--- src/rtl/note_arpeggiator.sv ---
// Key debouncer and arpeggiator: turns held keys into a stepped, gated note sequence
// (or passes them straight through in mode 00) for the synth's active-low note enables.
module note_arpeggiator #(
  parameter int NNOTES    = 5,
  parameter int DEB_LEN   = 1024,
  parameter int TICK_UNIT = 4096
) (
  input  logic              clk,
  input  logic              rst_n,
  input  logic [NNOTES-1:0] keys_n,
  input  logic [3:0]        tempo,
  input  logic [1:0]        mode,
  output logic [NNOTES-1:0] note_enn,
  output logic              step_strobe,
  output logic [2:0]        cur_note,
  output logic              active
);

  localparam int DW = $clog2(DEB_LEN + 1);
  localparam int PW = $clog2(16 * TICK_UNIT + 1);

  localparam logic [1:0] MODE_PASS   = 2'b00;
  localparam logic [1:0] MODE_UP     = 2'b01;
  localparam logic [1:0] MODE_DOWN   = 2'b10;
  localparam logic [1:0] MODE_UPDOWN = 2'b11;

  typedef enum logic [1:0] {IDLE, GATE_ON, GATE_OFF} state_t;

  logic [NNOTES-1:0] sync1, sync2, stable_n, held;
  logic [DW-1:0]     deb_cnt [NNOTES];
  logic [3:0]        tempo_q;
  logic [PW-1:0]     phase, period;
  logic              tick, gate_end;
  state_t            state;
  logic              dir_up;

  // NOTE: sequential state always uses non-blocking assignments so every flop
  // samples the pre-edge value of its neighbours, regardless of block ordering.
  always_ff @(posedge clk or negedge rst_n) begin
    if (!rst_n) begin
      sync1 <= '1;
      sync2 <= '1;
    end else begin
      sync1 <= keys_n;
      sync2 <= sync1;
    end
  end

  // A bit flips only after DEB_LEN consecutive cycles of disagreement.
  always_ff @(posedge clk or negedge rst_n) begin
    if (!rst_n) begin
      stable_n <= '1;
      // NOTE: the counter array is tiny and its start value matters, so each
      // element is reset explicitly rather than left to power-up state.
      for (int i = 0; i < NNOTES; i++) deb_cnt[i] <= '0;
    end else begin
      for (int i = 0; i < NNOTES; i++) begin
        if (sync2[i] == stable_n[i]) begin
          deb_cnt[i] <= '0;
        end else if (deb_cnt[i] == DW'(DEB_LEN - 1)) begin
          stable_n[i] <= sync2[i];
          deb_cnt[i]  <= '0;
        end else begin
          deb_cnt[i] <= deb_cnt[i] + 1'b1;
        end
      end
    end
  end

  assign held     = ~stable_n;
  assign period   = PW'((32'd16 - 32'(tempo_q)) * 32'(TICK_UNIT));
  assign tick     = (phase == period - PW'(1));
  assign gate_end = (phase == (period >> 1) - PW'(1));

  // tempo_q starts at 0, so the first step period after reset is the slowest one.
  always_ff @(posedge clk or negedge rst_n) begin
    if (!rst_n) begin
      phase   <= '0;
      tempo_q <= '0;
    end else if (tick) begin
      phase   <= '0;
      tempo_q <= tempo;
    end else begin
      phase <= phase + PW'(1);
    end
  end

  logic              found_up, found_dn, next_dir;
  logic [2:0]        idx_up, idx_dn, idx_lo, idx_hi, first_note, next_note;
  logic [NNOTES-1:0] gate_pattern;

  // NOTE: every always_comb output gets a default first, so no path can infer a latch.
  always_comb begin
    found_up = 1'b0;
    found_dn = 1'b0;
    idx_up   = '0;
    idx_dn   = '0;
    idx_lo   = '0;
    idx_hi   = '0;
    // Descending scans leave the lowest match, ascending scans the highest.
    for (int i = NNOTES - 1; i >= 0; i--) begin
      if (held[i]) idx_lo = 3'(i);
      if (held[i] && 3'(i) > cur_note) begin
        found_up = 1'b1;
        idx_up   = 3'(i);
      end
    end
    for (int i = 0; i < NNOTES; i++) begin
      if (held[i]) idx_hi = 3'(i);
      if (held[i] && 3'(i) < cur_note) begin
        found_dn = 1'b1;
        idx_dn   = 3'(i);
      end
    end

    first_note = (mode == MODE_DOWN) ? idx_hi : idx_lo;
    next_note  = cur_note;
    next_dir   = dir_up;
    case (mode)
      MODE_UP:   next_note = found_up ? idx_up : idx_lo;
      MODE_DOWN: next_note = found_dn ? idx_dn : idx_hi;
      MODE_UPDOWN: begin
        if (dir_up && found_up) begin
          next_note = idx_up;
        end else if (!dir_up && found_dn) begin
          next_note = idx_dn;
        end else begin
          next_dir = !dir_up;
          if (dir_up) next_note = found_dn ? idx_dn : idx_lo;
          else        next_note = found_up ? idx_up : idx_lo;
        end
      end
      default: next_note = cur_note;
    endcase

    gate_pattern = '1;
    for (int i = 0; i < NNOTES; i++) begin
      if (state == GATE_ON && 3'(i) == cur_note && held[i]) gate_pattern[i] = 1'b0;
    end
  end

  always_ff @(posedge clk or negedge rst_n) begin
    if (!rst_n) begin
      state       <= IDLE;
      cur_note    <= '0;
      dir_up      <= 1'b1;
      step_strobe <= 1'b0;
      note_enn    <= '1;
      active      <= 1'b0;
    end else begin
      step_strobe <= 1'b0;
      active      <= |held;
      note_enn    <= (mode == MODE_PASS) ? stable_n : gate_pattern;
      if (held == '0 || mode == MODE_PASS) begin
        if (state != IDLE) begin
          state    <= IDLE;
          cur_note <= '0;
          dir_up   <= 1'b1;
        end
      end else begin
        case (state)
          IDLE: begin
            if (tick) begin
              state       <= GATE_ON;
              cur_note    <= first_note;
              dir_up      <= 1'b1;
              step_strobe <= 1'b1;
            end
          end
          GATE_ON, GATE_OFF: begin
            if (tick) begin
              state       <= GATE_ON;
              cur_note    <= next_note;
              dir_up      <= next_dir;
              step_strobe <= 1'b1;
            end else if (state == GATE_ON && gate_end) begin
              state <= GATE_OFF;
            end
          end
          default: state <= IDLE;
        endcase
      end
    end
  end

endmodule
--- config.mk ---
export PLATFORM = sky130hd
export DESIGN_NAME = note_arpeggiator
export DESIGN_NICKNAME = d
export VERILOG_FILES = /design/src/rtl/note_arpeggiator.sv
export SDC_FILE = /design/constraint.sdc
export NUM_CORES = 1
export LEC_CHECK = 0
export ABC_AREA = 1
export CAP_MARGIN = 20
export CORE_ASPECT_RATIO = 1.4
export CORE_MARGIN = 2
export CORE_UTILIZATION = 45
export DETAILED_ROUTE_END_ITERATION = 8
export PLACE_DENSITY_LB_ADDON = 0.1
export SLEW_MARGIN = 30
export SYNTH_ARGS = -nofsm -noshare
export SYNTH_HDL_FRONTEND = slang
export SYNTH_SLANG_ARGS = --single-unit
--- constraint.sdc ---
create_clock -name clk -period 3.5 [get_ports clk]
set_input_delay 0.525 -clock clk [delete_from_list [all_inputs] [get_ports clk]]
set_output_delay 0.525 -clock clk [all_outputs]
set_load 0.005 [all_outputs]
# ---- After elaboration in Yosys (flattened, before gate mapping)
# Index checks and enable logic that the tools add are counted.
dict set report op_classes {
  n_bitwise 6
  n_lt_le_gt_ge 10
  mux 75
  eq_ne 29
  reduce_logical 42
  n_addsub 9
}
# op count
set ops {}
lappend ops {{$mux W11} 10}
lappend ops {{$mux W3} 27}
lappend ops {{$add A11 B1 Y11 const B} 5}
lappend ops {{$eq A11 B10 Y1 const B} 5}
lappend ops {{$eq A17 B17 Y1} 2}
lappend ops {{$mux W1} 27}
lappend ops {{$logic_and A1 B1 Y1} 23}
lappend ops {{$add A17 B1 Y17 const B} 1}
lappend ops {{$mux W17} 1}
lappend ops {{$sub A16 B1 Y17 const B} 1}
lappend ops {{$sub A17 B1 Y17 const B} 1}
lappend ops {{$ne A3 B3 Y1 const B} 5}
lappend ops {{$mux W2} 5}
lappend ops {{$reduce_and A2 Y1} 5}
lappend ops {{$pmux W3 S3} 1}
lappend ops {{$reduce_and A7 Y1} 1}
lappend ops {{$eq A2 B2 Y1 const B} 3}
lappend ops {{$eq A2 B3 Y1 const A} 2}
lappend ops {{$gt A1 B3 Y1 const A} 2}
lappend ops {{$gt A2 B3 Y1 const A} 2}
lappend ops {{$lt A1 B3 Y1 const A} 2}
lappend ops {{$lt A2 B3 Y1 const A} 2}
lappend ops {{$pmux W3 S2} 1}
lappend ops {{$eq A1 B1 Y1} 5}
lappend ops {{other kinds (26)} 32}
dict set report totals {
  ff_bits 104
  output_inout_bits 10
  wordCells 191
  input_bits 13
}

# ---- Logic depth before layout (Yosys ltp)
# Gate-level depths: netlist (run 1).
dict set report logic_depth {
  word_depth 15
  mapped_depth 18
  mapped_depth_nobuf 17
}

# ---- Worst setup path before layout (run 1)
# Ideal clock, no wire load.
dict set report synth_path {
  path_type {flip-flop to flip-flop}
  from {reg tempo_q[0]}
  to {reg state[0]}
  synth_period_minus_slack_ns 1.909
  stages_incl_launch_ff 16
  setup_slack_ns 1.591
  t_arrival_ns 1.793
  setup_ns 0.117
  required_ns 3.383
  n_path_buf 1
  path_cell_list {dfrtp_1 -> buf_6 -> inv_2 -> ha_1 -> nor2_1 -> nand3_1 -> inv_2 -> nand3_1 -> nand3_1 -> nand2_2 -> nor2_1 -> nand2_1 -> nand3_2 -> nand2_1 -> nand2_1 -> nand2_1}
}
dict set report synth_between {
  elab_chain_len 6
  word_cells_on_any_way 12
  cone_classes {add/sub: 3; eq/ne: 4; mux: 3; reduce/logical: 2}
}
# element line_no
set synth_rtl {}
lappend synth_rtl {{start: declaration} 31} ;# logic [3:0] tempo_q;
lappend synth_rtl {{start signal: assignment} 82} ;# tempo_q <= tempo;
lappend synth_rtl {{$sub A5 B4 Y5 (*)} 71} ;# assign period = PW'((32'd16 - 32'(tempo_q)) * 32'(TICK_UNIT));
lappend synth_rtl {{$sub A17 B1 Y17 or $sub A16 B1 Y17 (tied branches)} {72, 73}}
lappend synth_rtl {{$eq A17 B17 Y1, on equally long branches} {72, 73}}
lappend synth_rtl {{$mux W2 or $logic_and A1 B1 Y1 (tied branches)} {171, 176}}
lappend synth_rtl {{$pmux W2 S2 or $ne A4 B4 Y1 (tied branches)} n/a}
lappend synth_rtl {{$mux W2 or $reduce_and A3 Y1 (tied branches)} n/a}
lappend synth_rtl {{end signal: assignment} 156} ;# state <= IDLE;
lappend synth_rtl {{end signal: assignment} 164} ;# state <= GATE_ON;
lappend synth_rtl {{end signal: assignment} 172} ;# state <= GATE_ON;
lappend synth_rtl {{end: declaration} 34} ;# state_t state;
# Every way passes the cells marked *; elsewhere a longest branch is shown, timed or not.
# A chain may end at the register's enable or synchronous reset.

# ---- Worst setup path in the final report (run 1)
dict set report layout_path {
  from {reg tempo_q[0]}
  to {reg cur_note[1]}
}
dict set report layout_between {
  elab_chain_len 5
  word_cells_on_any_way 6
  cone_classes {add/sub: 2; eq/ne: 3; reduce/logical: 1}
}
# element line_no
set layout_rtl {}
lappend layout_rtl {{$sub A5 B4 Y5 (*)} 71}
lappend layout_rtl {{$sub A17 B1 Y17 (*)} 72} ;# assign tick = (phase == period - PW'(1));
lappend layout_rtl {{$eq A17 B17 Y1 (*)} 72}
lappend layout_rtl {{$ne A3 B3 Y1 (no line)} n/a}
lappend layout_rtl {{$reduce_and A5 Y1 (no line) (*)} n/a}
lappend layout_rtl {{end signal: assignment} 165} ;# cur_note <= first_note;
lappend layout_rtl {{end signal: assignment} 173} ;# cur_note <= next_note;
lappend layout_rtl {{end: declaration} 15} ;# output logic [2:0] cur_note,
# Marks and branches as above.

==> results.py, run 1 <==
metrics = {
    "clocking": {
        "cts.htree.levels": 3,
        "post-cts-setup-buffer-count": 0,
        "clk_latency_ns": 0.34,
        "cts_tree": "built",
        "cts_sinks": 104,
        "postCtsResizedCells": 0,
        "clk_pin_slew_worst_paths_ns": 0.07,
        "cts_buffers": 9,
        "cts_hold_buf": 0,
        "cts_root_buf": "clkbuf_16",
        "clockBufferDepth": 2,
    },
    "yosys": {
        "ys_seq_elements": 104,
        "synth_cells": 664,
        "synth_area_um2": 5410,
        "syn_area_per_cell_um2": 8.14,
        "async_reset_ff_share_pct": 100,
        "syn_nets": 688,
        "seq_area_frac_synth_pct": 48.6,
        "synth_flop_cell": "dfrtp_1",
        "synthDistinctLibCells": 37,
        "yosys_warnings": 0,
        "synth-edff-count": 0,
    },
    "sta": {
        "fin_setup_tns_ns": 0,
        "setup-violations-final": 0,
        "max_freq_mhz": 449,
        "rsz0062_at_grt": "false",
        "whs_ns": 0.204,
        "period_needed_ns": 2.23,
        "final.setup.worst_slack_ns": 1.27,
        "relSlewSlack_pct": 56.0,
        "tightest_slew_ns": 0.660,
        "hold_violations": 0,
        "finClkSkew_ns": 0.00623,
        "timing.final.crit_share_pct": 63.6,
        "slew_viol_final": 0,
    },
    "floorplanning": {
        "start_util_pct": 46.0,
        "die_w_um": 96.6,
        "core_area_um2": 11800,
        "dieHeight_um": 134,
        "ios": 23,
        "rows": 47,
        "die-area_um2": 12900,
    },
    "routing": {
        "routed_wl_mm": 10.6,
        "vias_per_cell": 4.97,
        "via_count": 4201,
        "ant_nets": 0,
        "wl_per_cell_um": 12.5,
        "drc": 0,
        "drt_pass1_iterations": 5,
        "drt_iter0_drc": 155,
    },
    "layout": {
        "antenna_cells": 0,
        "regArea_um2": 2630,
        "drive_gt1_share_pct": 9.87,
        "fillers": 1125,
        "nets": 718,
        "area_growth_pct": 12.7,
        "finalInstanceArea_um2": 6090,
        "multiInputGateArea_um2": 2390,
    },
    "worst_setup_path": {
        "path_cells": "inv_2 -> ha_1 -> nor2_1 -> nand3_1 -> inv_2 -> nand3_1 -> nand3_1 -> nand2_2 -> nor2_4 -> nand2_4 -> nand2_4 -> nand2_4 -> inv_4 -> nand2_1 -> o21ai_1",
        "crit_slowest_cell": "dfrtp_1",
        "crit_buf_inv": 3,
        "end_kind": "flip-flop",
        "crit_arrival_ns": 2.49,
        "worstPathRequired_ns": 3.77,
        "critPathTopFamily": "simple AND/OR/NAND/NOR gates",
        "start_kind": "flip-flop",
        "cp_slowest_stage_delay_ns": 0.48,
        "path_max_fanout": 12,
        "crit_type": "flip-flop to flip-flop",
    },
    "power": {
        "power.density_nw_per_um2": 414,
        "ir_worst_vdd_mv": 0.307,
        "p_leak_uw": 0.00291,
    },
    "global_routing": {
        "antenna_found_initial": 0,
        "grt.total_usage_pct": 17.5,
        "grt_max_degree": 53,
        "met1_usage_pct": 21.2,
        "grtUsageMet3_pct": 3.52,
        "grt_pass1_vias": 4168,
        "grt_util_met2_pct": 31.1,
        "grt.overflow.total": 0,
        "grt_pass1_wl_mm": 18.8,
        "top_usage_layer": "met2",
    },
    "place": {
        "gp_congestion": 0.916,
        "hpwl_mm": 8.03,
        "dp_worst_setup_slack_ns": 1.14,
        "place_area_um2": 5780,
        "io_buffers": 22,
    },
    "job": {
        "max-cap-violations": 0,
    },
    "worst_hold_path": {
        "min_path_type": "input pin to async pin",
    },
    "status": {
        "outcome": "complete, no violations",
    },
}
## where the power goes
group	switching [uW]	internal (uW)
combinational	147	82.0
sequential	24.5	1240
clock	436	596
total	608	1920
## area by class of cell
class,count,share of cell area (%)
well taps,147,3.02
clock inverters,4,0.842
clock buffers,12,4.21
flip-flops and latches,104,43.2
repair buffers,24,3.82
multi-input cells,464,39.3
inverters,91,5.65
## worst paths after layout
| kind | end | start | slack [ns] | cells after the start |
|---|---|---|---|---|
| worst max-delay path | cur_note[1]$_DFFE_PN0P_ | tempo_q[0]$_DFFE_PN0N_ | 1.27 | 15 |
| worst min-delay path | deb_cnt[4]$_DFF_PN0_ | rst_n | 0.20 | 1 |
| min in group clk | sync2[3]$_DFF_PN1_ | sync1[3]$_DFF_PN1_ | 0.36 | 0 |
| worst min register to register | sync2[3]$_DFF_PN1_ | sync1[3]$_DFF_PN1_ | 0.36 | 0 |
| worst max register to register | cur_note[1]$_DFFE_PN0P_ | tempo_q[0]$_DFFE_PN0N_ | 1.27 | 15 |
| max in group asynchronous | stable_n[3]$_DFFE_PN1P_ | rst_n | 2.38 | 2 |
## logic make-up after synthesis
logic type,synth area share (%)
xor+xnor,5.35
buf+inv,7.06
fa+ha+maj,2.55
compound gates,4.95
mux,0.417
simple gates,31.0
flops,48.6
## synthesized netlist by cell type (3+ instances only)
master	count	area, um2
a21oi_1	19	95.1
inv_2	3	11.3
dfstp_2	21	552
nand2_2	9	56.3
nand4_1	13	81.3
inv_1	87	327
nand2_4	3	33.8
o21ai_1	3	15.0
dfrtp_1	83	2080
o21ai_0	20	100
nor3_1	12	60.1
nand3_1	65	325
nand2_1	139	522
nor2_2	3	18.8
nor3b_1	17	128
xnor2_1	14	123
ha_1	11	138
xor2_1	19	166
nor2_1	97	364
## stage by stage
step	std cells	total power, uW	util [%]
floorplan	664	1420	-
global placement	830	1510	49.2
detailed placement	830	1520	49.2
CTS	846	2560	51.8
global route	846	2640	51.8
finish	846	2520	51.8
## registers in the layout, indices dropped and copies added (netlist names), 2 cells and up
register  flops
tempo_q       4
sync2         5
state         2
note_enn      5
phase        17
stable_n      5
sync1         5
cur_note      3
deb_cnt      55
## cell usage in the layout (no fill, tap or decap), drive strengths merged, types with 3 or more instances in the layout
cell type	n
or2	4
inv	92
nor3	13
clkdlybuf4s50	21
nand2	151
nor2	102
xnor2	14
nand4	13
a21oi	20
o21ai	24
buf	3
dfstp	21
dfrtp	83
nor3b	17
nand3	66
ha	11
xor2	19
clkbuf	12
## layer usage
metal  up-vias  share of wire (%)
met3         9                2.6
met4         0                1.2
met1      1973                 46
li1       2174                  -
met5         -                  0
met2        45                 50
No activity file was read; power rests on OpenSTA's default activity.
==> inputs of run 2 (changes only) <==
==> constraint.sdc (replaced) <==
create_clock -name clk -period 2.3 [get_ports clk]
set_input_delay 0.345 -clock clk [delete_from_list [all_inputs] [get_ports clk]]
set_output_delay 0.345 -clock clk [all_outputs]
set_load 0.005 [all_outputs]
==> run 2 against run 1 <==
Power grew 49%. Clock skew shrank 0.0011 ns. Highest routed layer unchanged. Sequential cell count is the same. Combinational power grew 55%.
==> results.py, run 2 (synthesis results as in run 1) <==
metrics = {
    "status": {
        "outcome": "complete, no violations",
    },
    "worst_setup_path": {
        "worstReg2RegStart": "tempo_q[0]$_DFFE_PN0N_",
        "worstPathRequired_ns": 2.55,
        "crit_slowest_cell": "dfrtp_1",
        "crit_path_end": "cur_note[1]$_DFFE_PN0P_",
        "cp_num_cells": 14,
        "critPathTopFamily": "simple AND/OR/NAND/NOR gates",
        "reg2reg_depth": 14,
        "cp_slowest_stage_delay_ns": 0.39,
        "crit_type": "flip-flop to flip-flop",
        "r2r_end": "cur_note[1]$_DFFE_PN0P_",
        "path_cells": "inv_2 -> ha_1 -> inv_1 -> nor3_1 -> inv_1 -> nand3_1 -> nand3_1 -> nand2_2 -> nand2_4 -> nand2_4 -> nand2_4 -> inv_4 -> nand2_1 -> o21ai_1",
        "path_max_fanout": 12,
        "crit_buf_inv": 4,
        "end_kind": "flip-flop",
        "crit_arrival_ns": 2.33,
        "rrSetupSlack_ns": 0.22,
        "crit_path_start": "tempo_q[0]$_DFFE_PN0N_",
        "crit_path_frequent_cell": "nand2_4",
        "start_kind": "flip-flop",
    },
    "power": {
        "ir_worst_vdd_mv": 0.303,
        "power.density_nw_per_um2": 612,
        "p_leak_uw": 0.00293,
        "finalPower_uw": 3750,
    },
    "floorplanning": {
        "dieHeight_um": 134,
        "die-area_um2": 12900,
        "rows": 47,
        "ios": 23,
        "core_area_um2": 11800,
        "start_util_pct": 46.0,
        "die_w_um": 96.6,
    },
    "clocking": {
        "postCtsResizedCells": 0,
        "cts_sinks": 104,
        "cts.htree.levels": 3,
        "post-cts-setup-buffer-count": 0,
        "clk_latency_ns": 0.33,
        "clockBufferDepth": 2,
        "cts_tree": "built",
        "clk_pin_slew_worst_paths_ns": 0.07,
        "cts_buffers": 9,
        "cts_root_buf": "clkbuf_16",
    },
    "sta": {
        "setup-violations-final": 0,
        "period_needed_ns": 2.08,
        "hold_violations": 0,
        "relSlewSlack_pct": 59.1,
        "finClkSkew_ns": 0.00517,
        "timing.final.crit_share_pct": 90.2,
        "max_freq_mhz": 482,
        "rsz0062_at_grt": "false",
        "slew_viol_final": 0,
        "fin_setup_tns_ns": 0,
        "tightest_slew_ns": 0.610,
    },
    "layout": {
        "largest_reg_flops": 55,
        "final_common_cell": "nand2_1",
        "drive_gt1_share_pct": 10.6,
        "layout_common_cells": "139 x nand2_1, 97 x nor2_1, 87 x inv_1",
        "top_register": "deb_cnt",
        "final_util_pct": 52.2,
        "top_regs": "deb_cnt: 55 flops, phase: 17 flops",
        "antenna_cells": 0,
        "area_growth_pct": 13.6,
        "nets": 724,
    },
    "routing": {
        "wl_per_cell_um": 12.6,
        "drt_pass1_iterations": 5,
        "via_count": 4248,
        "ant_nets": 0,
        "drt_iter0_drc": 154,
        "drc": 0,
        "vias_per_cell": 4.99,
        "routed_wl_mm": 10.7,
    },
    "worst_hold_path": {
        "min_path_type": "flip-flop to flip-flop",
        "hp-start": "sync1[4]$_DFF_PN1_",
    },
    "global_routing": {
        "antenna_found_initial": 0,
        "grt_max_degree": 48,
        "grt.overflow.total": 0,
        "grt_pass1_wl_mm": 18.3,
        "grt_pass1_vias": 4061,
        "grt.total_usage_pct": 17.3,
    },
    "job": {
        "max-cap-violations": 0,
    },
    "place": {
        "io_buffers": 22,
        "hpwl_mm": 8.18,
        "gp_congestion": 0.817,
    },
}
## run 2: per-layer routing
| metal | GRT usage [%] | wire, um | up-vias | part of all wire [%] |
|---|---|---|---|---|
| li1 | - | - | 2186 | - |
| met5 | 0 | 0 | - | 0 |
| met2 | 31.0 | 5620 | 62 | 52 |
| met4 | 6.03 | 136 | 0 | 1.3 |
| met3 | 3.46 | 280 | 13 | 2.6 |
| met1 | 20.6 | 4680 | 1987 | 44 |
## run 2: power breakdown
group / leakage [uW] / internal [uW] / switching, uW
clock: 0.000137 / 821 / 654
combinational: 0.00146 / 133 / 224
sequential: 0.00134 / 1890 / 36.7
total: 0.00293 / 2840 / 914
## run 2: what timing repair did
item | 4_1_cts | 5_1_grt
hold endpoints to repair | 28 | 0
setup endpoints to repair | 0 | 0
hold buffers | 1 | 0
## run 2: area by class of cell
cell class,instances,area (um2)
clock inverters,4,27.5
clock buffers,12,267
fillers,1142,5620
repair buffers,30,293
well taps,147,184
inverters,91,344
multi-input cells,464,2390
flip-flops and latches,104,2630
## run 2: worst min path at each step
| stage | to | slack, ns | depth (start not counted) |
|---|---|---|---|
| after detailed placement | deb_cnt[22]$_DFF_PN0_ | 0.33 | 1 |
| after floorplan | active$_DFF_PN0_ | 0.05 | 0 |
| final | sync2[4]$_DFF_PN1_ | 0.36 | 0 |
| after global placement | deb_cnt[22]$_DFF_PN0_ | 0.33 | 1 |
| after global routing | sync2[4]$_DFF_PN1_ | 0.36 | 0 |
| after CTS | sync2[4]$_DFF_PN1_ | 0.36 | 0 |
## run 2: stage by stage
| stage | cells | setup slack, ns | hold slack (ns) | cell area [um2] |
|---|---|---|---|---|
| floorplan | 664 | 0.391 | 0.0494 | 5410 |
| global placement | 835 | 0.337 | 0.326 | 5830 |
| detailed placement | 835 | 0.258 | 0.332 | 5830 |
| CTS | 852 | 0.230 | 0.362 | 6140 |
| global route | 852 | 0.0338 | 0.363 | 6140 |
| finish | 852 | 0.225 | 0.360 | 6140 |
## run 2: worst reg2reg max path: cells and delay by family (launching register included)
kind,cells,cell delay [ns]
AND/OR/NAND/NOR,8,0.99
flip-flops,1,0.39
buffers and inverters,4,0.37
adder cells (fa/ha/maj),1,0.18
AO/OA/AOI/OAI,1,0.08
